$ cat config.mk
export PLATFORM = sky130hd
export DESIGN_NAME = hex_word_ascii_streamer
export DESIGN_NICKNAME = d
export VERILOG_FILES = /design/src/rtl/hex_word_ascii_streamer_pkg.sv /design/src/rtl/hex_word_ascii_streamer_nibble_ascii_enc.sv /design/src/rtl/hex_word_ascii_streamer.sv
export SDC_FILE = /design/constraint.sdc
export NUM_CORES = 1
export LEC_CHECK = 0
export CORE_ASPECT_RATIO = 0.6
export CORE_MARGIN = 10
export CORE_UTILIZATION = 58
export CTS_CLUSTER_DIAMETER = 120
export CTS_CLUSTER_SIZE = 20
export DETAILED_ROUTE_END_ITERATION = 10
export HOLD_SLACK_MARGIN = 0.03
export PLACE_DENSITY = 0.95
export SLEW_MARGIN = 10
export SYNTH_ARGS = -nofsm -noshare
export SYNTH_HDL_FRONTEND = slang
export SYNTH_SLANG_ARGS = --single-unit
export TNS_END_PERCENT = 1
$ cat constraint.sdc
create_clock -name CLK -period 9.95 [get_ports CLK]
set_clock_uncertainty 0.15 [all_clocks]
set_input_delay 2.4875 -clock CLK [delete_from_list [all_inputs] [get_ports CLK]]
set_output_delay 2.4875 -clock CLK [all_outputs]
set_load 0.05 [all_outputs]
$ cat src/rtl/hex_word_ascii_streamer_pkg.sv
// Shared ASCII constants, state encoding and nibble helpers for the hex word printer.
// Pure declarations; no latency or flow control of its own.
package hex_word_ascii_streamer_pkg;

    localparam logic [7:0] ASCII_0    = 8'h30;
    localparam logic [7:0] ASCII_A_UC = 8'h41;
    localparam logic [7:0] ASCII_A_LC = 8'h61;
    localparam logic [7:0] ASCII_X    = 8'h78;
    localparam logic [7:0] ASCII_CR   = 8'h0D;
    localparam logic [7:0] ASCII_LF   = 8'h0A;

    localparam logic [2:0] ST_IDLE  = 3'd0;
    localparam logic [2:0] ST_PFX0  = 3'd1;
    localparam logic [2:0] ST_PFXX  = 3'd2;
    localparam logic [2:0] ST_DIGIT = 3'd3;
    localparam logic [2:0] ST_CR    = 3'd4;
    localparam logic [2:0] ST_LF    = 3'd5;

    typedef enum logic [2:0] {
        S_IDLE  = ST_IDLE,
        S_PFX0  = ST_PFX0,
        S_PFXX  = ST_PFXX,
        S_DIGIT = ST_DIGIT,
        S_CR    = ST_CR,
        S_LF    = ST_LF
    } state_e;

    function automatic logic [3:0] get_nib(input logic [63:0] w, input logic [3:0] idx);
        return w[{idx, 2'b00} +: 4];
    endfunction

    // Index of the most significant non-zero nibble; 0 for an all-zero word.
    function automatic logic [3:0] first_nz(input logic [63:0] w);
        logic [3:0] r;
        r = 4'd0;
        for (int i = 0; i < 16; i++) begin
            if (w[4*i +: 4] != 4'h0) r = 4'(i);
        end
        return r;
    endfunction

endpackage

$ cat src/rtl/hex_word_ascii_streamer_nibble_ascii_enc.sv
// Nibble to ASCII hex digit encoder; purely combinational.
// No latency, no flow control.
module nibble_ascii_enc
    import hex_word_ascii_streamer_pkg::*;
#(
    parameter int LOWERCASE = 0
) (
    input  logic [3:0] nib_i,
    output logic [7:0] ascii_o
);

    always_comb begin
        if (nib_i < 4'd10) ascii_o = ASCII_0 + {4'h0, nib_i};
        else ascii_o = ((LOWERCASE != 0) ? ASCII_A_LC : ASCII_A_UC) + {4'h0, nib_i - 4'd10};
    end

endmodule

$ cat src/rtl/hex_word_ascii_streamer.sv
// Streams a word as hex ASCII, MSB nibble first; first char 1 cycle after accept, then one per handshake.
// Backpressure: character held stable while OUT_READY is low; IN_READY only when idle.
module hex_word_ascii_streamer
    import hex_word_ascii_streamer_pkg::*;
#(
    parameter int NIBBLES     = 4,
    parameter int LOWERCASE   = 0,
    parameter int PREFIX_0X   = 0,
    parameter int SUPPRESS_LZ = 0,
    parameter int APPEND_CRLF = 1
) (
    input  logic                   CLK,
    input  logic                   RST,
    input  logic [4*NIBBLES-1:0]   IN_DATA,
    input  logic                   IN_VALID,
    output logic                   IN_READY,
    output logic [7:0]             OUT_ASCII,
    output logic                   OUT_VALID,
    input  logic                   OUT_READY,
    output logic                   BUSY
);

    state_e               state_q, state_d;
    logic [4*NIBBLES-1:0] word_q, word_d;
    logic [3:0]           idx_q, idx_d;
    logic [7:0]           ascii_q, ascii_d;
    logic                 out_vld_q, out_vld_d;
    logic                 in_rdy_q, in_rdy_d;
    logic                 busy_q, busy_d;

    logic [3:0] start_idx;
    logic [3:0] enc_nib;
    logic [7:0] enc_ascii;
    logic       out_hs;

    assign out_hs    = out_vld_q & OUT_READY;
    assign start_idx = (SUPPRESS_LZ != 0) ? first_nz(64'(IN_DATA)) : 4'(NIBBLES - 1);

    // The encoder always sees the nibble of the character that would be loaded next.
    always_comb begin
        enc_nib = get_nib(64'(word_q), idx_q);
        if (state_q == S_IDLE) enc_nib = get_nib(64'(IN_DATA), start_idx);
        else if (state_q == S_DIGIT) enc_nib = get_nib(64'(word_q), idx_q - 4'd1);
    end

    nibble_ascii_enc #(.LOWERCASE(LOWERCASE)) u_enc (
        .nib_i   (enc_nib),
        .ascii_o (enc_ascii)
    );

    always_comb begin
        state_d   = state_q;
        word_d    = word_q;
        idx_d     = idx_q;
        ascii_d   = ascii_q;
        out_vld_d = out_vld_q;
        in_rdy_d  = in_rdy_q;
        busy_d    = busy_q;
        case (state_q)
            S_IDLE: begin
                if (IN_VALID) begin
                    word_d    = IN_DATA;
                    idx_d     = start_idx;
                    out_vld_d = 1'b1;
                    busy_d    = 1'b1;
                    in_rdy_d  = 1'b0;
                    if (PREFIX_0X != 0) begin
                        state_d = S_PFX0;
                        ascii_d = ASCII_0;
                    end else begin
                        state_d = S_DIGIT;
                        ascii_d = enc_ascii;
                    end
                end
            end
            S_PFX0: if (out_hs) begin
                state_d = S_PFXX;
                ascii_d = ASCII_X;
            end
            S_PFXX: if (out_hs) begin
                state_d = S_DIGIT;
                ascii_d = enc_ascii;
            end
            S_DIGIT: if (out_hs) begin
                if (idx_q != 4'd0) begin
                    idx_d   = idx_q - 4'd1;
                    ascii_d = enc_ascii;
                end else if (APPEND_CRLF != 0) begin
                    state_d = S_CR;
                    ascii_d = ASCII_CR;
                end else begin
                    state_d   = S_IDLE;
                    ascii_d   = 8'h00;
                    out_vld_d = 1'b0;
                    busy_d    = 1'b0;
                    in_rdy_d  = 1'b1;
                end
            end
            S_CR: if (out_hs) begin
                state_d = S_LF;
                ascii_d = ASCII_LF;
            end
            S_LF: if (out_hs) begin
                state_d   = S_IDLE;
                ascii_d   = 8'h00;
                out_vld_d = 1'b0;
                busy_d    = 1'b0;
                in_rdy_d  = 1'b1;
            end
            default: begin
                state_d   = S_IDLE;
                ascii_d   = 8'h00;
                out_vld_d = 1'b0;
                busy_d    = 1'b0;
                in_rdy_d  = 1'b1;
            end
        endcase
    end

    always_ff @(posedge CLK or posedge RST) begin
        if (RST) begin
            state_q   <= S_IDLE;
            word_q    <= '0;
            idx_q     <= 4'd0;
            ascii_q   <= 8'h00;
            out_vld_q <= 1'b0;
            in_rdy_q  <= 1'b1;
            busy_q    <= 1'b0;
        end else begin
            state_q   <= state_d;
            word_q    <= word_d;
            idx_q     <= idx_d;
            ascii_q   <= ascii_d;
            out_vld_q <= out_vld_d;
            in_rdy_q  <= in_rdy_d;
            busy_q    <= busy_d;
        end
    end

    assign IN_READY  = in_rdy_q;
    assign OUT_ASCII = ascii_q;
    assign OUT_VALID = out_vld_q;
    assign BUSY      = busy_q;

endmodule

Word-level counts from Yosys, hierarchy flattened --
Index checks and enable logic that the tools add are counted.
Storage, ports and cells: bits in registers 33, input port bits 20, output and inout port bits 11
Operators by class: add/subtract/negate cells 4, $lt $le $gt $ge 1, equal/unequal tests 13, shift operators 2, muxes and demuxes 29, bitwise gates (word level) 2, reduce and logical (&&, ||, !) cells 9
Operators with widths (count):
- $shiftx A64 B7 Y4 | 2
- $mux W8 | 8
- $pmux W8 S6 | 1
- $mux W3 | 7
- $mux W4 | 5
- $pmux W3 S6 | 1
- $ne A2 B2 Y1 const B | 7
- $add A7 B4 Y8 const A | 1
- $pmux W4 S2 | 1
- $add A6 B4 Y7 const A | 1
- $reduce_and A7 Y1 | 1
- $eq A3 B2 Y1 const B | 2
- $eq A3 B3 Y1 const B | 2
- $pmux W1 S3 | 2
- $reduce_and A6 Y1 | 1
- $lt A4 B4 Y1 const B | 1
- $mux W1 | 4
- $reduce_and A4 Y1 | 1
- $reduce_bool A4 Y1 | 1
- $reduce_or A4 Y1 | 1
- $sub A4 B1 Y4 const B | 1
- $sub A4 B4 Y4 const B | 1
- $eq A3 B1 Y1 const B | 1
- $logic_not A3 Y1 | 1
- other kinds (6) | 6

Longest topological paths before layout --
depth after elaboration 10, mapped depth 15, depth with buffers taken out 14

Hierarchy --
From an unflattened synthesis, not the netlist that was laid out.
Second synthesis, totals: cell total of the unflattened synthesis 187, area total of the unflattened synthesis 1951.9 µm²
Modules (own cells, without submodules):
- hex_word_ascii_streamer | times used 1, cells each 167, area each 1816.7 µm², seq. area each 827.0 µm²
- nibble_ascii_enc | times used 1, cells each 20, area each 135.1 µm², seq. area each 0.0 µm²

Worst setup path after synthesis --
OpenSTA, ideal clock, no wires.
kind in2reg, start point in IN_DATA[13], end point reg ascii_q[4], in the netlist OUT_ASCII[4], data arrival time 3993 ps, setup slack 5675 ps, stages on the path 8, path buffers 0, cell sequence a22oi_1 > ha_1 > nand3_1 > o21ai_1 > a31o_1 > a311oi_2 > a32o_1 > or3_1
Between the ends: word-level cells in the longest chain between the ends 7, elaborated cells on any way between the ends 11, classes of those cells add/sub (3); order compare (1); mux (7)
Ends and longest elaborated chain:
- from (decl) | RTL line hex_word_ascii_streamer.sv:14 | input logic [4*NIBBLES-1:0] IN_DATA,
- $mux W4 (*) | RTL line hex_word_ascii_streamer.sv:42 | if (state_q == S_IDLE) enc_nib = get_nib(64'(IN_DATA), start_idx);
- $sub A4 B4 Y4 | RTL line hex_word_ascii_streamer_nibble_ascii_enc.sv:14 | else ascii_o = ((LOWERCASE != 0) ? ASCII_A_LC : ASCII_A_UC) + {4'h0, nib_i - 4'd10};
- $add A7 B4 Y8 | RTL line hex_word_ascii_streamer_nibble_ascii_enc.sv:14
- $mux W8 (*) | RTL line hex_word_ascii_streamer_nibble_ascii_enc.sv:13 | if (nib_i < 4'd10) ascii_o = ASCII_0 + {4'h0, nib_i};
- $mux W8 | RTL line hex_word_ascii_streamer.sv:85 | if (idx_q != 4'd0) begin
- $mux W8 | RTL line hex_word_ascii_streamer.sv:84 | S_DIGIT: if (out_hs) begin
- $pmux W8 S6 (*) | RTL line hex_word_ascii_streamer.sv:59 | case (state_q)
- to (signal assigned) | RTL line hex_word_ascii_streamer.sv:133 | ascii_q <= ascii_d;
- to (decl) | RTL line hex_word_ascii_streamer.sv:26 | logic [7:0] ascii_q, ascii_d;
Every way passes the cells marked *; elsewhere a longest branch is shown, timed or not. The select of a mux whose other input is x is not followed. A chain may end at the register's enable or synchronous reset.

Worst setup path after layout --
start point in OUT_READY, end point reg idx_q[2]
Between the ends: word-level cells in the longest chain between the ends 3
Ends and longest elaborated chain:
- from (decl) | RTL line hex_word_ascii_streamer.sv:19 | input logic OUT_READY,
- $and A1 B1 Y1 | RTL line hex_word_ascii_streamer.sv:36 | assign out_hs = out_vld_q & OUT_READY;
- $ne A2 B2 Y1 (no line)
- $reduce_and A4 Y1 (no line)
- to (signal assigned) | RTL line hex_word_ascii_streamer.sv:132 | idx_q <= idx_d;
- to (decl) | RTL line hex_word_ascii_streamer.sv:25 | logic [3:0] idx_q, idx_d;
No other way between the ends.

==> results.json <==
{
  "nets": 246,
  "hold_viol": 0,
  "finalSetupTns_ps": 0,
  "ys.flop_type": "dfrtp_1",
  "cts_buffers": 5,
  "fillers": 254,
  "yosys.area_share.simple_pct": 17.7,
  "fp.dieArea_um2": 6330,
  "cts_tree": "built",
  "antenna_left": 0,
  "clockBufferDepth": 2,
  "grt_pass1_wl_um": 8090,
  "drt_iter0_drc": 199,
  "viasPerCell": 6.15,
  "fin_crit_sh_pct": 50.7,
  "muxShareOfSynthArea_pct": 12.6,
  "cts.repair.resized": 0,
  "cp_max_fo": 17,
  "synth_xor_area_share_pct": 1.30,
  "async_flop_share_pct": 100,
  "area_growth_pct": 20.4,
  "avgSynthCellArea_um2": 10.4,
  "initial_utilization_pct": 61.3,
  "arrival_ps": 5060,
  "syn_inst": 195,
  "overflow": 0,
  "slew_headroom_pct": 46.9,
  "die_x_um": 96.3,
  "wl_per_cell_um": 17.5,
  "worstSetupEndpointType": "flip-flop",
  "drcViolationCount": 0,
  "clkSinkCount": 32,
  "yosysTopAreaCellShare_pct": 38.3,
  "post_cts_buffers": 0,
  "drtPass1Iterations": 4,
  "rows": 16,
  "dp_hpwl_um": 3460,
  "cts_max_level": 2,
  "drv_cap": 0,
  "hp-class": "flip-flop to flip-flop",
  "clock-root-buffer": "clkbuf_8",
  "drt-total-wl_um": 4680,
  "vias": 1641,
  "setup_viol": 0,
  "grt_max_degree": 33,
  "fmax_mhz": 198,
  "synth_top_family_by_area": "compound AO/OA/AOI/OAI gates",
  "die_h_um": 65.8,
  "rsz0062_at_grt": "no",
  "yosysWarnings": 0,
  "ys_top_cells_by_area": "dfrtp_1, mux2_2, ha_1",
  "instances_no_fill": 267,
  "io_pins": 31,
  "synth_compound_area_share_pct": 19.7,
  "critPathKind": "primary input to flip-flop",
  "track_usage_pct": 16.2,
  "grt_pass1_vias": 1635,
  "ys_seq_area_share_pct": 39.6,
  "synth_area_um2": 2020,
  "clkLatencyLatePin_ps": 290,
  "core_um2": 3300,
  "synth_seq_cells": 32,
  "synth_area_leader_cell": "dfrtp_1",
  "startpoint_type": "primary input",
  "n_antenna_cell": 0,
  "path_clk_slew_ps": 70,
  "final_max_slew_viol_count": 0,
  "synth_edf_count": 0,
  "period_needed_ps": 5040,
  "postCtsHoldBufs": 0,
  "worst_pin_slew_ps": 793,
  "grt_antenna_before_repair": 0,
  "synth_cell_types": 64,
  "io_buffers": 29,
  "syn-num-nets": 220,
  "cp_data_required_time_ps": 9960,
  "post-place-cells": 259,
  "gp_congestion": 0.900,
  "synth_fa_ha_area_share_pct": 3.09,
  "final_layout_size_suffix_gt1_share_pct": 18.9,
  "status": "finished, final reports clean"
}
[state kept, by name, indices dropped and copies added (netlist names)]
register and cells:
BUSY 1, IN_READY 1, OUT_ASCII 7, idx_q 4
state_q 3, word_q 16
[area by class of cell]
cell class                 count  area, um^2  share of cell area, %
clock buffer                   7        96.3                   3.95
clock inverter                 1        30.0                   1.23
inverter                       8        35.0                   1.44
multi-input combinational    142        1100                   45.3
sequential                    32         802                   32.9
tap                           45        56.3                   2.31
timing repair buffer          32         313                   12.8
[cells in the mapped netlist, drive strengths merged, types with 2 or more instances]
cell type,n
nor4,2
ha,5
inv,8
mux2,16
nor2,8
a211oi,2
dfrtp,31
and2,2
mux4,2
mux2i,3
xnor2,2
or3,3
nor2b,5
a311oi,2
nor3b,2
o31ai,2
a32o,3
o21ai,14
nor3,6
buf,10
a21o,2
a21oi,11
clkbuf,3
nand2,15
a22oi,4
nand3,4
a221o,2
a2111oi,2
[cell usage in the layout (no fill, tap or decap), types with 6 or more instances in the layout]
cell type        instances
dfrtp_1                 31
o21ai_0                  6
inv_1                    7
o21ai_1                  6
a21oi_1                 11
nor2_1                   8
clkbuf_8                 7
clkdlybuf4s50_1         29
mux2_2                  14
nand2_1                 15
[cell families after synthesis]
family,count (synthesis)
XOR/XNOR,3
other,1
AO/OA/AOI/OAI,53
adder cells (fa/ha/maj),5
multiplexers,21
buffers and inverters,21
AND/OR/NAND/NOR,59
flip-flops,32
[final timing paths]
path	from	endpoint	slack, ps	cells after the start
setup / recovery	OUT_READY	idx_q[2]$_DFFE_PP0P_	4910	10
max in group asynchronous	RST	IN_READY$_DFFE_PP1P_	6900	3
hold / removal	IN_READY$_DFFE_PP1P_	IN_READY$_DFFE_PP1P_	320	2
hold reg to reg	IN_READY$_DFFE_PP1P_	IN_READY$_DFFE_PP1P_	320	2
setup reg to reg	idx_q[1]$_DFFE_PP0P_	OUT_ASCII[4]$_DFFE_PP0P_	5710	13
min in group asynchronous	RST	state_q[0]$_DFFE_PP0P_	2430	3
[per-stage QoR]
| stage | setup slack (ps) | util, % | hold slack (ps) | area [um^2] |
|---|---|---|---|---|
| floorplan | 5680 | - | 303 | 2020 |
| global placement | 4720 | 70.0 | 305 | 2310 |
| detailed placement | 4600 | 70.0 | 316 | 2310 |
| CTS | 4910 | 73.8 | 327 | 2440 |
| global route | 4680 | 73.8 | 363 | 2440 |
| finish | 4910 | 73.8 | 323 | 2440 |
[worst max-delay path, stage by stage]
cell             delay (ps)
clkdlybuf4s50_1         500
nand2_1                  80
a21oi_1                 170
o32ai_1                 110
buf_4                   220
or2_2                   330
nor3_4                  620
nor2b_1                 230
o21ai_0                 190
o21ai_0                 110
[per-layer routing]
metal / vias up / part of all wire, % / track usage [%]
met5: - / 0 / 0
met1: 791 / 46 / 22.0
met4: 0 / 1.2 / 5.13
met3: 9 / 8.3 / 5.67
met2: 59 / 44 / 23.4
li1: 782 / - / -
Power is not shown: default switching activity piles up to over one toggle a cycle in this logic, so the estimate is an artifact.
